===== config.mk =====
export PLATFORM = sky130hd
export DESIGN_NAME = next_hop_select
export DESIGN_NICKNAME = d
export VERILOG_FILES = /design/src/rtl/next_hop_select.sv
export SDC_FILE = /design/constraint.sdc
export NUM_CORES = 1
export LEC_CHECK = 0
export CAP_MARGIN = 30
export CORE_ASPECT_RATIO = 0.9
export CORE_MARGIN = 2
export CORE_UTILIZATION = 45
export CTS_BUF_LIST = sky130_fd_sc_hd__clkbuf_4 sky130_fd_sc_hd__clkbuf_8
export DETAILED_ROUTE_END_ITERATION = 16
export PLACE_DENSITY_LB_ADDON = 0.3
export SYNTH_ARGS = -nofsm -noshare
export SYNTH_HDL_FRONTEND = slang
export SYNTH_SLANG_ARGS = --single-unit

===== constraint.sdc =====
create_clock -name clock -period 2.2 [get_ports clock]
set_input_delay 0.33 -clock clock [delete_from_list [all_inputs] [get_ports clock]]
set_output_delay 0.33 -clock clock [all_outputs]
set_load 0.01 [all_outputs]

===== src/rtl/next_hop_select.sv =====
// Next-hop selector: scans the neighbour table in node memory, picks the eligible
// neighbour with the highest Q-value and writes its ID and Q back to memory.
module next_hop_select #(
  parameter int          MAX_NEIGHBORS = 32,
  parameter logic [15:0] MIN_ENERGY    = 16'd0,
  parameter logic [10:0] NEXTHOP_ADDR  = 11'h2A0,
  parameter logic [10:0] NEXTHOPQ_ADDR = 11'h2A2
) (
  input  logic        clock,
  input  logic        nrst,
  input  logic        en,
  input  logic [15:0] data_in,
  input  logic [15:0] myClusterID,
  output logic [10:0] address,
  output logic [15:0] data_out,
  output logic        wr_en,
  output logic [15:0] nextHop,
  output logic [15:0] nextHopQ,
  output logic        found,
  output logic        done
);

  localparam int            CW       = $clog2(MAX_NEIGHBORS + 1);
  localparam logic [CW-1:0] MAX_CNT  = CW'(MAX_NEIGHBORS);
  localparam logic [10:0]   CNT_ADDR = 11'h274;
  localparam logic [10:0]   ID_BASE  = 11'h072;
  localparam logic [10:0]   CID_BASE = 11'h0B2;
  localparam logic [10:0]   EN_BASE  = 11'h0F2;
  localparam logic [10:0]   Q_BASE   = 11'h132;

  typedef enum logic [3:0] {
    IDLE, RD_CNT, LATCH_CNT, E_ID, E_CID, E_EN, E_Q, E_EVAL, WR_HOP, WR_Q, FIN
  } state_t;

  state_t        state, state_d;
  logic [CW-1:0] cnt, n, n_inc, cnt_in;
  logic          rd_wait;
  logic [15:0]   cur_id, cur_cid, cur_energy;
  logic [15:0]   best_id, best_q;
  logic          best_valid;
  logic [10:0]   entry_off, addr_d;
  logic [15:0]   dout_d;
  logic          wr_d;
  logic [16:0]   energy_diff;
  logic          eligible, take;

  assign cnt_in      = (data_in > 16'(MAX_NEIGHBORS)) ? MAX_CNT : data_in[CW-1:0];
  assign n_inc       = n + 1'b1;
  assign entry_off   = 11'({n, 1'b0});
  // Energy check via borrow bit, so MIN_ENERGY = 0 never becomes a constant compare.
  assign energy_diff = {1'b0, cur_energy} - {1'b0, MIN_ENERGY};
  assign eligible    = ((cur_cid == myClusterID) || (cur_id == myClusterID)) && !energy_diff[16];
  assign take        = eligible && (!best_valid || (data_in > best_q));

  always_ff @(posedge clock) begin
    if (!nrst) state <= IDLE;
    else       state <= state_d;
  end

  // The count word gets a two-cycle read slot before it is latched.
  always_comb begin
    state_d = state;
    case (state)
      IDLE:      if (en) state_d = RD_CNT;
      RD_CNT:    state_d = rd_wait ? LATCH_CNT : RD_CNT;
      LATCH_CNT: state_d = (cnt_in == '0) ? WR_HOP : E_ID;
      E_ID:      state_d = E_CID;
      E_CID:     state_d = E_EN;
      E_EN:      state_d = E_Q;
      E_Q:       state_d = E_EVAL;
      E_EVAL:    state_d = (n_inc == cnt) ? WR_HOP : E_ID;
      WR_HOP:    state_d = WR_Q;
      WR_Q:      state_d = FIN;
      FIN:       state_d = IDLE;
      default:   state_d = IDLE;
    endcase
  end

  always_comb begin
    addr_d = address;
    dout_d = data_out;
    wr_d   = 1'b0;
    case (state)
      RD_CNT: addr_d = CNT_ADDR;
      E_ID:   addr_d = ID_BASE + entry_off;
      E_CID:  addr_d = CID_BASE + entry_off;
      E_EN:   addr_d = EN_BASE + entry_off;
      E_Q:    addr_d = Q_BASE + entry_off;
      WR_HOP: begin
        addr_d = NEXTHOP_ADDR;
        dout_d = best_id;
        wr_d   = 1'b1;
      end
      WR_Q: begin
        addr_d = NEXTHOPQ_ADDR;
        dout_d = best_q;
        wr_d   = 1'b1;
      end
      default: ;
    endcase
  end

  always_ff @(posedge clock) begin
    if (!nrst) begin
      address    <= '0;
      data_out   <= '0;
      wr_en      <= 1'b0;
      nextHop    <= 16'hFFFF;
      nextHopQ   <= '0;
      found      <= 1'b0;
      done       <= 1'b0;
      cnt        <= '0;
      n          <= '0;
      rd_wait    <= 1'b0;
      cur_id     <= '0;
      cur_cid    <= '0;
      cur_energy <= '0;
      best_id    <= 16'hFFFF;
      best_q     <= '0;
      best_valid <= 1'b0;
    end else begin
      address  <= addr_d;
      data_out <= dout_d;
      wr_en    <= wr_d;
      case (state)
        IDLE: if (en) begin
          done       <= 1'b0;
          found      <= 1'b0;
          best_id    <= 16'hFFFF;
          best_q     <= '0;
          best_valid <= 1'b0;
          n          <= '0;
          rd_wait    <= 1'b0;
        end
        RD_CNT:    rd_wait <= 1'b1;
        LATCH_CNT: cnt <= cnt_in;
        E_CID:     cur_id <= data_in;
        E_EN:      cur_cid <= data_in;
        E_Q:       cur_energy <= data_in;
        E_EVAL: begin
          if (take) begin
            best_id    <= cur_id;
            best_q     <= data_in;
            best_valid <= 1'b1;
          end
          n <= n_inc;
        end
        FIN: begin
          nextHop  <= best_id;
          nextHopQ <= best_q;
          found    <= best_valid;
          done     <= 1'b1;
        end
        default: ;
      endcase
    end
  end

endmodule


==> results.cfg <==
[layout]
n_fill_cell = 1337
multi_input_area_um2 = 3840
final_area_um2 = 9100
n_antenna_cell = 0
register_area_um2 = 2850
nets = 1004
syn_to_final_growth_pct = 31.4
layout-drive-gt1-share_pct = 12.8
post-route-util_pct = 59.8

[synthesis]
syn_area_um2 = 6930
synth-edff-count = 0
ys_ff_latch = 142
syn_inst = 819
synth_xor_xnor_area_share_pct = 5.69
async_reset_ff_share_pct = 0
synth_adder_area_share_pct = 3.25
seq_area_frac_synth_pct = 41.0
synth.area.mux_share_pct = 7.08
synth_compound_area_share_pct = 14.5
syn_area_per_cell_um2 = 8.46
ys_types = 52
yosys-top-cells-area = dfxtp_1 41%, nand2_1 10%, mux2i_1 7.1%
synthDominantCellAreaShare_pct = 41.0
ys.flop_type = dfxtp_1
ys_warn_count = 0
yosys.area_share.simple_pct = 23.9
synth_top_family_by_area = simple AND/OR/NAND/NOR gates
synth_top_area_cell = dfxtp_1

[global_route]
grt_antenna_before_repair = 0
grt_pass1_vias = 5461
grt_pass1_wl_mm = 28.8
grt_start_max_net_pins = 81
grtUsageTotal_pct = 22.4
overflow = 0

[routing]
dr_wl_met3_mm = 1.30
maxUsedRoutingLayer = met4
via_count = 6229
drt_drc_violations_left = 0
m1WireLength_mm = 9.47
met2RoutedLength_mm = 7.38
ant_nets = 0
wirelength_mm = 18.4
viasPerCell = 5.34
first_pass_iters = 5
drtIter0Drc = 533
wl_per_cell_um = 15.7

[die]
die_h_um = 122
io_pins = 97
start_util_pct = 45.5
rows = 43
fp.dieW_um = 135
dieArea_um2 = 16400
core_um2 = 15200

[critical_path]
critPathSlowestCell = clkdlybuf4s50_1
cp_cell_sequence = clkdlybuf4s50_1 > ha_4 > nand4_1 > nor4_4 > o21ai_2 > a311oi_4 > buf_6 > clkbuf_16 > mux2i_1
reg2reg_slack_ps = -100
rr_worst_depth = 9
slowest_delay_ps = 470
worstPathRequired_ps = 2560
cp_data_arrival_time_ps = 2670
worstPathMaxFanout = 5
endpoint_kind = flip-flop
rr_startpoint = best_q[10]$_SDFFE_PN0P_
path_class = in -> reg
r2r_end = best_id[1]$_SDFFE_PN1P_
cp-start-kind = primary input

[job]
cap_violations = 0

[outcome]
violations = setup timing
outcome = finished, violations left

[clocking]
insertion_delay_ps = 450
cts-root-buf = clkbuf_8
htree_levels = 4
cts_buffers = 17
tritoncts = built
postCtsHoldBufs = 0
path_clk_slew_ps = 80
clockBufferDepth = 2
clock_sinks = 142

[power]
p_leak_nw = 3.50
p_per_area_nw_per_um2 = 608
peakVddDrop_uv = 387

[place]
placed_area_um2 = 8470
routabilityCongestion = 0.855
hpwlAfterDp_mm = 13.1
port_buffers = 94

[hold_path]
hold_class = in -> reg
hold_path_end = address[7]$_SDFFE_PN0P_
hp-start = nrst
hold_path_depth = 2

[timing]
setup_viol_count_final = 23
setup_slack_ps = -110
rsz0062_at_grt = yes
skew_ps = 10.1
fmax_mhz = 433
fin_crit_sh_pct = 105
fin_crit_ps = 2310
hold_viol_final = 0
drv_slew = 0
-- cell usage after synthesis, types with 4 or more instances --
cell type,count
nor2b_1,31
xnor2_1,41
dfxtp_1,142
clkbuf_1,46
o211a_1,16
nand4_1,13
nand3_1,45
a21boi_0,54
nor4_1,6
and2_1,5
ha_1,18
xor2_1,4
inv_1,20
and3_1,6
or3_1,4
a21oi_1,20
a21o_1,4
o21ai_0,12
a22oi_1,6
nor2_1,25
nor3b_1,17
nor3_1,7
nand2_1,188
mux2i_1,49
-- metrics by stage --
step                hold slack (ps)  setup TNS, ps  cells  power, mW  setup slack [ps]
floorplan                       454              0    820       2.93              8.81
global placement                438         -16150   1129       3.18              -493
detailed placement              441         -16970   1129       3.18              -523
CTS                             175              0   1163       5.55            0.0622
global route                    178          -4420   1166       5.74              -221
finish                          195           -812   1166       5.53              -110
-- power by group --
part | switching [mW] | internal (mW) | leakage (nW) | total [mW]
clock network | 1.03 | 1.37 | 0.230 | 2.40
registers | 0.0183 | 2.59 | 1.15 | 2.60
logic | 0.278 | 0.253 | 2.12 | 0.532
-- placed cells by master (no fill, tap or decap), drive strengths merged, types with 7 or more instances in the layout --
cell and n:
a21boi 54, a21oi 20, buf 71, clkbuf 20, clkdlybuf4s50 92, clkinv 9
dfxtp 142, ha 18, inv 21, mux2i 49, nand2 188, nand3 46
nand4 14, nor2 25, nor2b 31, nor3 7, nor3b 17, nor4 7
o211a 16, o21ai 13, xnor2 41
-- cell families after synthesis --
group           after synthesis
simple gates                353
xor+xnor                     45
compound gates              135
fa+ha+maj                    18
other cells                   1
buf+inv                      76
mux                          49
flops                       142
-- worst max path at each step --
| stage | from | end | slack (ps) |
|---|---|---|---|
| after global placement | data_in[15] | best_id[10]$_SDFFE_PN1P_ | -490 |
| after CTS | best_q[14]$_SDFFE_PN0P_ | best_id[15]$_SDFFE_PN1P_ | 0.06 |
| final | data_in[11] | best_id[1]$_SDFFE_PN1P_ | -110 |
| after global routing | best_q[10]$_SDFFE_PN0P_ | best_id[1]$_SDFFE_PN1P_ | -220 |
| after detailed placement | data_in[15] | best_id[15]$_SDFFE_PN1P_ | -520 |
| after floorplan | best_q[15]$_SDFFE_PN0P_ | best_id[0]$_SDFFE_PN1P_ | 9 |
-- layout make-up --
class                           instances  share of cell area [%]
Sequential cell                       142                    31.3
Inverter                               22                   0.907
Tap cell                              202                    2.78
Multi-Input combinational cell        602                    42.2
Clock inverter                         14                    2.38
Clock buffer                           18                    2.65
Timing Repair Buffer                  166                    17.8
-- registers in the layout (all words and copies together), names as in the netlist, 9 cells and up --
signal / cells
cur_id: 16
data_out: 16
nextHop: 16
best_id: 16
best_q: 16
cur_cid: 16
nextHopQ: 16
address: 9
-- what timing repair did --
action / in CTS / in global routing
pin swaps: 3 / 6
gates cloned: 1 / 2
buffers inserted: 2 / 2
setup endpoints to repair: 29 / 35
gates resized for setup: 5 / 13
-- critical path: cells and delay by family --
| family | cells | cell delay (ps) |
|---|---|---|
| multiplexers | 1 | 210 |
| adder cells (fa/ha/maj) | 1 | 300 |
| AO/OA/AOI/OAI | 2 | 470 |
| buffers and inverters | 3 | 830 |
| AND/OR/NAND/NOR | 2 | 530 |
-- metal layers --
layer | track usage, % | vias up
met2 | 29.5 | 247
met4 | 6.64 | 0
met1 | 35.7 | 2901
met5 | 0 | -
met3 | 4.87 | 18
li1 | - | 3063
Power figures use the tool's default switching activity.
